**src/rtl/piano_pkg.sv**
```systemverilog
// Shared constants and types for the piano tone scheduler: note table, FSM states, width helper.
package piano_pkg;

    localparam int unsigned CLK_HZ  = 100_000_000;
    localparam int unsigned N_TABLE = 8;

    // Half-period in clk cycles for C4, D4, E4, F4, G4, A4, B4, C5 at CLK_HZ
    localparam int unsigned HALF_PERIOD [0:N_TABLE-1] = '{
        191110, 170265, 151685, 143172, 127551, 113636, 101239, 95557
    };

    typedef enum logic {
        IDLE = 1'b0,
        PLAY = 1'b1
    } state_t;

    function automatic int unsigned idx_w(input int unsigned n);
        return (n > 1) ? $clog2(n) : 1;
    endfunction

endpackage

```
**src/rtl/key_sync.sv**
```systemverilog
// Two-flop synchroniser bringing the asynchronous key levels into the clk_in domain.
module key_sync #(
    parameter int unsigned W = 8
) (
    input  logic         clk_in,
    input  logic         rst_n,
    input  logic [W-1:0] d,
    output logic [W-1:0] q
);

    logic [W-1:0] meta;

    always_ff @(posedge clk_in) begin
        if (!rst_n) begin
            meta <= '0;
            q    <= '0;
        end else begin
            meta <= d;
            q    <= meta;
        end
    end

endmodule

```
**src/rtl/piano_tone_scheduler.sv**
```systemverilog
// Shares one tone divider among N_KEYS keys (lowest index wins), retuning only at half-period edges.
// Optional macro PIANO_OCTAVE_SHIFT_EN adds an octave_up input that halves the selected half-period.
module piano_tone_scheduler
    import piano_pkg::*;
#(
    parameter int unsigned N_KEYS        = 8,
    parameter int unsigned CNT_W         = 20,
    parameter int unsigned SIM_DIV_SHIFT = 0
) (
    input  logic                      clk_in,
    input  logic                      rst_n,
    input  logic [N_KEYS-1:0]         key,
    output logic                      tone_out,
    output logic                      active,
    output logic [idx_w(N_KEYS)-1:0]  note_idx
`ifdef PIANO_OCTAVE_SHIFT_EN
    ,
    input  logic                      octave_up
`endif
);

    localparam int unsigned IDX_W = idx_w(N_KEYS);

    if (N_KEYS < 1 || N_KEYS > N_TABLE) begin : g_bad_n_keys
        $error("piano_tone_scheduler: N_KEYS must be 1..8");
    end
    if (64'(HALF_PERIOD[0] >> SIM_DIV_SHIFT) > ((64'd1 << CNT_W) - 64'd1)) begin : g_bad_cnt_w
        $error("piano_tone_scheduler: CNT_W too small for the note table");
    end

    logic [N_KEYS-1:0] key_s;
    logic [IDX_W-1:0]  grant;
    logic [CNT_W-1:0]  half;
    int unsigned       entry;

    state_t            state_q, state_d;
    logic [CNT_W-1:0]  counter_q, counter_d;
    logic [CNT_W-1:0]  half_q, half_d;
    logic [IDX_W-1:0]  note_q, note_d;
    logic              tone_q, tone_d;
    logic              active_q, active_d;

    key_sync #(.W(N_KEYS)) u_key_sync (
        .clk_in (clk_in),
        .rst_n  (rst_n),
        .d      (key),
        .q      (key_s)
    );

    // Fixed priority: lowest set index wins
    always_comb begin
        grant = '0;
        for (int i = int'(N_KEYS) - 1; i >= 0; i--) begin
            if (key_s[i]) grant = IDX_W'(i);
        end
    end

    // Half-period of the granted note, floored at 2 so the terminal count is never 0
    always_comb begin
        entry = HALF_PERIOD[grant] >> SIM_DIV_SHIFT;
`ifdef PIANO_OCTAVE_SHIFT_EN
        entry = entry >> octave_up;
`endif
        half = (entry < 2) ? CNT_W'(2) : CNT_W'(entry);
    end

    always_ff @(posedge clk_in) begin
        if (!rst_n) begin
            state_q   <= IDLE;
            counter_q <= '0;
            half_q    <= '0;
            note_q    <= '0;
            tone_q    <= 1'b0;
            active_q  <= 1'b0;
        end else begin
            state_q   <= state_d;
            counter_q <= counter_d;
            half_q    <= half_d;
            note_q    <= note_d;
            tone_q    <= tone_d;
            active_q  <= active_d;
        end
    end

    // Note selection is latched only at phase boundaries so every phase has its owner's full length
    always_comb begin
        state_d   = state_q;
        counter_d = counter_q;
        half_d    = half_q;
        note_d    = note_q;
        tone_d    = tone_q;
        active_d  = active_q;
        unique case (state_q)
            IDLE: begin
                tone_d    = 1'b0;
                active_d  = 1'b0;
                counter_d = '0;
                if (key_s != '0) begin
                    half_d   = half;
                    note_d   = grant;
                    tone_d   = 1'b1;
                    active_d = 1'b1;
                    state_d  = PLAY;
                end
            end
            PLAY: begin
                counter_d = counter_q + CNT_W'(1);
                if (counter_q == half_q - CNT_W'(1)) begin
                    counter_d = '0;
                    if (key_s != '0) begin
                        tone_d = ~tone_q;
                        half_d = half;
                        note_d = grant;
                    end else begin
                        tone_d   = 1'b0;
                        active_d = 1'b0;
                        state_d  = IDLE;
                    end
                end
            end
            default: state_d = IDLE;
        endcase
    end

    assign tone_out = tone_q;
    assign active   = active_q;
    assign note_idx = note_q;

endmodule

```
**config.mk**
```make
export PLATFORM = sky130hd
export DESIGN_NAME = piano_tone_scheduler
export DESIGN_NICKNAME = d
export VERILOG_FILES = /design/src/rtl/piano_pkg.sv /design/src/rtl/key_sync.sv /design/src/rtl/piano_tone_scheduler.sv
export SDC_FILE = /design/constraint.sdc
export NUM_CORES = 1
export LEC_CHECK = 0
export CAP_MARGIN = 20
export CORE_ASPECT_RATIO = 1.2
export CORE_MARGIN = 2
export CORE_UTILIZATION = 35
export DETAILED_ROUTE_END_ITERATION = 16
export PLACE_DENSITY = 0.58
export SYNTH_ARGS = -nofsm -noshare
export SYNTH_HDL_FRONTEND = slang
export SYNTH_SLANG_ARGS = --single-unit
```
**constraint.sdc**
```tcl
create_clock -name clk_in -period 3.6 [get_ports clk_in]
set_input_delay 0.72 -clock clk_in [delete_from_list [all_inputs] [get_ports clk_in]]
set_output_delay 0.72 -clock clk_in [all_outputs]
set_load 0.01 [all_outputs]
```
==> metrics.md, run 1 <==
| Metric | Value |
|---|---|
| Required time of the critical path | `3.82 ns` |
| Count leader, synth | `dfxtp_1` |
| Slew Limit Fails | `0` |
| Initial Util | `35.6%` |
| WHS Path Cells | `1` |
| Number of synthesized flops with an enable pin | `0` |
| Longest Clk Path Bufs | `2` |
| Setup ws final | `just over 0.5 ns` |
| Die H | `roughly 110 microns` |
| Initial antenna violation count | `0` |
| Via Count | `approximately 2500` |
| Async set-or-reset flop fraction in the synthesized netlist | `0%` |
| DRC | `0` |
| Post-route ant nets | `0` |
| CP Depth | `11` |
| Leakage | `~0.0014 uW` |
| Final period util | `roughly 86%` |
| Root buffer cell | `clkbuf_8` |
| GRT Overall Usage | `roughly 15%` |
| Number of global-route vias before repair | `about 2400` |
| Synth top area share | `between 30% and 40%` |
| Final non-filler cell total | `500` |
| Die area | `approximately 9900 sq um` |
| Top delay family on crit path | `simple AND/OR/NAND/NOR gates` |
| Routability Congestion | `0.851` |
| Layout cell share with drive strength beyond 1 | `~10%` |
| Buf/Inv on CP | `2` |
| CP max-delay cell | `nor3b_2` |
| # rows | `38` |
| Dominant cell type by area after synthesis | `dfxtp_1` |
| Core Area | `roughly 9000 sq um` |
| Hold buffers post-CTS | `0` |
| Crit end category | `flip-flop` |
| CP peak stage delay | `approximately 0.43 ns` |
| Critical path class | `reg2reg` |
| Clock latency on the worst-skew pair | `0.35 ns` |
| RSZ-0062 raised after global routing | `false` |
| Clock transition at path regs | `around 0.070 ns` |
| Ys flop type | `dfxtp_1` |
| Synth area leaders | `dfxtp_1 37%, xor2_1 6.0%, xnor2_1 4.9%, nor2_1 4.8%, mux2i_1 4.7%` |
| Syn Area/Cell | `8.79 sq um` |
| Slew headroom | `a little over a third` |
| I/O pin count | `15` |
| R2r setup slk | `around 0.51 ns` |
| Drt first pass iters | `4` |
| Setup Fix Bufs, Post-CTS | `0` |
| Grt ovf | `0` |
| Crit-path max FO | `20` |
| Clock skew | `0.0113 ns` |
| Least-Margin Pin Slew | `roughly 0.96 ns` |
| First-pass GRT wire length | `about 12000 microns` |
| CP arrival | `~3.3 ns` |
| Syn Nets | `~380` |
| Die width | `between 90 and 100 microns` |
| Largest net degree at the start of global routing | `53` |
| N_diodes | `0` |
| Hold slack | `~0.43 ns` |
| CTS sink count | `a little under 60` |
| Startpoint types | `flip-flop` |
| Worst r2r path cells | `11` |
| Avg WL per Cell | `13.4 microns` |
| Max-Cap Viols | `0` |
| CTS buffer count | `9` |
| Flops & latches, synth | `just under 60` |
| DP Worst Slack | `roughly 0.5 ns` |
| Synth Cell Area | `about 3200 sq um` |
| Placed Instances | `around 480` |
| Vias/cell | `5.02` |
| Synthesized instance count | `around 360` |
| IO Port Bufs | `14` |
| Worst vdd ir | `237 uV` |
| CTS tree | `done` |
| HPWL after DPL | `a little under 5000 microns` |
| Synth unique cells | `55` |
| Total Neg Setup Slack | `0 ns` |
| Final #Nets | `roughly 400` |
| Fin crit period | `between 3 and 4 ns` |
| Sequential element share of the synthesized area | `between 30 and 40%` |
| Synth-to-Final Area Change | `14.7%` |
| Pwr Density | `~520 nW/um^2` |
| Outcome | `finished clean` |
| H-tree Lvls | `3` |
| Maximum achievable frequency | `~320 MHz` |
| Final WL | `6680 microns` |
| Hold crit path type | `reg2reg` |
| YS warnings | `0` |
| CTS resizes | `0` |
| Final hold viol count | `0` |
| DRT iter0 DRCs | `92` |
| Worst-path cell chain | `inv_1 > ha_1 > nor3b_2 > nand4_1 > o21a_1 > nor4_4 > o2111ai_2 > o31ai_4 > buf_4 > or2_2 > nor2_1` |
| Final setup viols | `0` |
| Commonest cells in the netlist | `59 x dfxtp_1, 41 x nor2_1, 36 x nand2_1` |
## placed cells by master, fill, tap and decap left out, types with 2 or more instances in the layout
cell type,n
o211ai_1,3
clkdlybuf4s50_1,14
nand3_1,13
o21ai_0,7
nor2_1,41
nand4_1,7
nand2_1,36
and4_1,2
nor3_1,7
nor3b_1,2
o31ai_1,2
and3_1,5
o21a_1,2
buf_4,3
mux2i_1,15
bufinv_16,3
and2_1,20
or2_2,3
xnor2_1,18
clkbuf_8,9
inv_1,12
nand4b_1,2
ha_1,10
o311ai_0,4
nor4_4,3
a211oi_1,4
a21oi_1,13
nand2_2,2
inv_6,2
dfxtp_1,59
a2111oi_0,2
xor2_1,22
a211oi_2,3
nor2b_1,2
nor4_1,5
## stage by stage
stage               total power (uW)  area (sq um)  utilization [%]
floorplan                       1070          3200                -
global placement                1170          3420             38.1
detailed placement              1170          3420             38.1
CTS                             1930          3670             40.9
global route                    2020          3670             40.9
finish                          1910          3670             40.9
## metal layers
layer  part of all wire, %  GRT usage (%)
met1                    45           17.6
met2                    50           25.7
met3                   3.8           3.11
met4                   1.3           5.63
met5                     0              0
## path summary, 6_finish.rpt
kind | end | from
max | counter_q[19]$_SDFF_PP0_ | half_q[0]$_SDFFE_PN0P_
min | u_key_sync.q[0]$_SDFF_PN0_ | u_key_sync.meta[0]$_SDFF_PN0_
max reg2reg | counter_q[19]$_SDFF_PP0_ | half_q[0]$_SDFFE_PN0P_
min reg2reg | u_key_sync.q[0]$_SDFF_PN0_ | u_key_sync.meta[0]$_SDFF_PN0_
## worst register-to-register path, delay by kind of cell (launching register included)
| kind | cells | cell delay, ns |
|---|---|---|
| adder cells (fa/ha/maj) | 1 | 0.21 |
| AND/OR/NAND/NOR | 5 | 1.34 |
| AO/OA/AOI/OAI | 3 | 0.73 |
| flip-flops | 1 | 0.37 |
| buffers and inverters | 2 | 0.32 |
## power by group
| group | internal (uW) | leakage (uW) | switching [uW] |
|---|---|---|---|
| Clock | 466 | 0.000120 | 294 |
| Combinational | 180 | 0.000769 | 220 |
| Sequential | 693 | 0.000483 | 59.1 |
## kinds of logic (layout without fill, tap and decap cells)
logic type,Yosys count,in the layout,synth area share (%)
AO/OA/AOI/OAI,53,53,12.7
adder cells (fa/ha/maj),10,10,3.91
AND/OR/NAND/NOR,158,158,26.6
flip-flops,59,59,36.9
multiplexers,15,15,4.69
XOR/XNOR,40,40,10.9
buffers and inverters,29,45,4.22
## sequential cells by signal, indices dropped and copies added, names as in the netlist
name and flops:
active 1, counter_q 20, half_q 18, note_idx 2, state_q 1, tone_out 1
u_key_sync.meta 8, u_key_sync.q 8
## layout make-up
| type | instances | area, sq um |
|---|---|---|
| fill | 866 | 5320 |
| tap | 120 | 150 |
| inverter | 12 | 45.0 |
| multi-input combinational | 276 | 1880 |
| sequential | 59 | 1180 |
| clock buffer | 9 | 124 |
| clock inverter | 7 | 124 |
| timing repair buffer | 17 | 163 |
(Power assumes the default switching activity.)
==> run 2, diff against run 1 <==
GPL_TIMING_DRIVEN = 0   (was not set)
MAX_ROUTING_LAYER = met4   (was not set)
==> run 2 against run 1 <==
Combinational power grew 6.8%. Routed wire length increased by 6.5%. Clock power fell by 0.9%. Cell count increased by 2.6%. Clock skew barely moved. Critical path type unchanged. Highest routed layer unchanged.
==> metrics.md, run 2 (synthesis gave the netlist of run 1 again) <==
| Metric | Value |
|---|---|
| Crit-path max FO | `10 (was 20)` |
| Final period util | `89.7% (was 85.8%)` |
| Slew Limit Fails | `0 (unchanged)` |
| DRT iter0 DRCs | `84 (was 92)` |
| Routability Congestion | `0.882 (was 0.851)` |
| Final WL | `7120 microns (was 6680 microns)` |
| Worst-path cell chain | `inv_1 > ha_1 > nor3b_2 > and2_1 > a21oi_1 > nor4_1 > nand4_1 > o31ai_4 > and2_1 > buf_4 > mux2i_1 (was inv_1 > ha_1 > nor3b_2 > nand4_1 > o21a_1 > nor4_4 > o2111ai_2 > o31ai_4 > buf_4 > or2_2 > nor2_1)` |
| H-tree Lvls | `3 (unchanged)` |
| GRT Overall Usage | `15.9% (was 14.6%)` |
| Sw Share | `30.3% (was 30.0%)` |
| Combinational power share | `22.2% (was 20.9%)` |
| Max-Cap Viols | `0 (unchanged)` |
| Final Cell Area | `3730 sq um (was 3670 sq um)` |
| Final setup viols | `0 (unchanged)` |
| CP max-delay cell | `nor3b_2 (unchanged)` |
| Number of global-route vias before repair | `2544 (was 2419)` |
| Crit end category | `flip-flop (unchanged)` |
| CTS resizes | `0 (unchanged)` |
| Via Count | `2592 (was 2509)` |
| CP arrival | `3.51 ns (was 3.31 ns)` |
| Synth-to-Final Area Change | `16.5% (was 14.7%)` |
| Largest register by flop count | `counter_q (unchanged)` |
| Die H | `109 microns (unchanged)` |
| Pwr Density | `517 nW/um^2 (was 521 nW/um^2)` |
| Most frequent cells in the layout | `59 x dfxtp_1, 41 x nor2_1, 36 x nand2_1, 22 x xor2_1, 20 x and2_1 (unchanged)` |
| Drt first pass iters | `4 (unchanged)` |
| Outcome | `finished clean (unchanged)` |
| Total Neg Setup Slack | `0 ns (unchanged)` |
| Clock power share | `39.1% (was 39.7%)` |
| Required time of the critical path | `3.88 ns (was 3.82 ns)` |
| Setup Fix Bufs, Post-CTS | `0 (unchanged)` |
| First-pass GRT wire length | `12100 microns (was 11600 microns)` |
| Initial Util | `35.6% (unchanged)` |
| I/O pin count | `15 (unchanged)` |
| Longest Clk Path Bufs | `2 (unchanged)` |
| DP Area | `3480 sq um (was 3420 sq um)` |
| WL met2 | `3620 microns (was 3320 microns)` |
| Design Power | `1930 uW (was 1910 uW)` |
| Startpoint types | `flip-flop (unchanged)` |
| CTS sink count | `59 (unchanged)` |
| Worst vdd ir | `252 uV (was 237 uV)` |
| Sequential share of power | `38.8% (was 39.3%)` |
| Max reg flops | `20 (unchanged)` |
| Root buffer cell | `clkbuf_8 (unchanged)` |
| Initial antenna violation count | `0 (unchanged)` |
| Clock latency on the worst-skew pair | `0.35 ns (about the same)` |
| Hold crit path type | `reg2reg (unchanged)` |
| Grt ovf | `0 (unchanged)` |
| Internal power | `1340 uW (about the same)` |
| N_diodes | `0 (unchanged)` |
| Clock transition at path regs | `0.07 ns (about the same)` |
| Post-route ant nets | `0 (unchanged)` |
| Avg WL per Cell | `13.9 microns (was 13.4 microns)` |
| Leakage | `0.00140 uW (was 0.00137 uW)` |
| Die width | `91.3 microns (unchanged)` |
| CTS tree | `done (unchanged)` |
| Largest net degree at the start of global routing | `13 (was 53)` |
| Final hold viol count | `0 (unchanged)` |
| DRC | `0 (unchanged)` |
| # rows | `38 (unchanged)` |
| Leading cell type in the layout, fill and taps excluded | `dfxtp_1 (unchanged)` |
| Maximum achievable frequency | `310 MHz (was 324 MHz)` |
| Clock skew | `0.0113 ns (about the same)` |
| Final #Nets | `408 (was 395)` |
| Biggest regs | `counter_q: 20 flops, half_q: 18 flops (unchanged)` |
| Fin crit period | `3.23 ns (was 3.09 ns)` |
| IO Port Bufs | `13 (was 14)` |
| Wl on met1 | `3020 microns (was 3030 microns)` |
| Slew headroom | `43.4% (was 35.5%)` |
| RSZ-0062 raised after global routing | `false (unchanged)` |
| Highest routed metal layer | `met4 (unchanged)` |
| Vias/cell | `5.05 (was 5.02)` |
| Hold buffers post-CTS | `0 (unchanged)` |
| Least-Margin Pin Slew | `0.841 ns (was 0.963 ns)` |
| CTS buffer count | `9 (unchanged)` |
| P_sw | `583 uW (was 573 uW)` |
| CP peak stage delay | `0.43 ns (about the same)` |
| Die area | `9930 sq um (unchanged)` |
| HPWL after DPL | `5290 microns (was 4960 microns)` |
| Met3 WL | `212 microns (was 251 microns)` |
| Most common cell on crit path | `and2_1` |
| Core Area | `8990 sq um (unchanged)` |
| Layout cell share with drive strength beyond 1 | `10.7% (was 10.0%)` |
| Filler Cells Inserted | `889 (was 866)` |
| Critical path class | `reg2reg (unchanged)` |
## run 2: area by class of cell
class	count	area (sq um)	area share, %
Multi-Input combinational cell	276	1880	50.5
Sequential cell	59	1180	31.7
Tap cell	120	150	4.03
Timing Repair Buffer	13	130	3.49
Clock buffer	9	124	3.32
Clock inverter	7	124	3.32
Buffer	17	90.1	2.42
Inverter	12	45.0	1.21
## run 2: final timing paths
path | to | slack [ns] | cells after the start | startpoint
setup / recovery | half_q[7]$_SDFFE_PN0P_ | 0.37 | 11 | half_q[0]$_SDFFE_PN0P_
hold / removal | u_key_sync.q[2]$_SDFF_PN0_ | 0.43 | 1 | u_key_sync.meta[2]$_SDFF_PN0_
setup reg to reg | half_q[7]$_SDFFE_PN0P_ | 0.37 | 11 | half_q[0]$_SDFFE_PN0P_
hold reg to reg | u_key_sync.q[2]$_SDFF_PN0_ | 0.43 | 1 | u_key_sync.meta[2]$_SDFF_PN0_
## run 2: power by group through the flow
stage	Combinational, uW	Clock [uW]	Sequential (uW)
6_report	427	753	747
5_1_grt	468	805	754
4_1_cts	425	771	746
3_5_place_dp	422	0	761
3_3_place_gp	417	0	759
2_1_floorplan	324	0	750
## run 2: metrics by stage
| stage | utilization [%] | setup WS, ns | hold slack, ns | instances |
|---|---|---|---|---|
| 2_1_floorplan | - | 0.968 | 0.412 | 364 |
| 3_3_place_gp | 38.7 | 0.413 | 0.414 | 497 |
| 3_5_place_dp | 38.7 | 0.433 | 0.419 | 497 |
| 4_1_cts | 41.5 | 0.399 | 0.437 | 513 |
| 5_1_grt | 41.5 | 0.184 | 0.456 | 513 |
| 6_report | 41.5 | 0.370 | 0.432 | 513 |
## run 2: metal layers
layer	vias up	track usage (%)
met2	48	28.0
met5	-	-
met3	21	3.59
met4	0	7.68
met1	1205	17.1
li1	1318	-
## run 2: worst max-delay path: cells and delay by family (launching register included)
| family | cells | cell delay, ns |
|---|---|---|
| fa+ha+maj | 1 | 0.21 |
| buf+inv | 2 | 0.29 |
| flops | 1 | 0.36 |
| compound gates | 2 | 0.50 |
| mux | 1 | 0.21 |
| simple gates | 5 | 1.58 |
==> run 3, diff against run 2 <==
clock period = 3.9 ns   (was 3.6 ns; I/O delays follow)
==> results of run 3 <==
Same layout as run 2 (identical final DEF). Status: finished clean.
Among the figures that moved: setup slack after placement 0.433 ns -> 0.733 ns; setup slack after layout 0.370 ns -> 0.670 ns; register-to-register setup slack 0.37 ns -> 0.67 ns; total power 1930 uW -> 1780 uW; worst IR drop on VDD 252 uV -> 233 uV
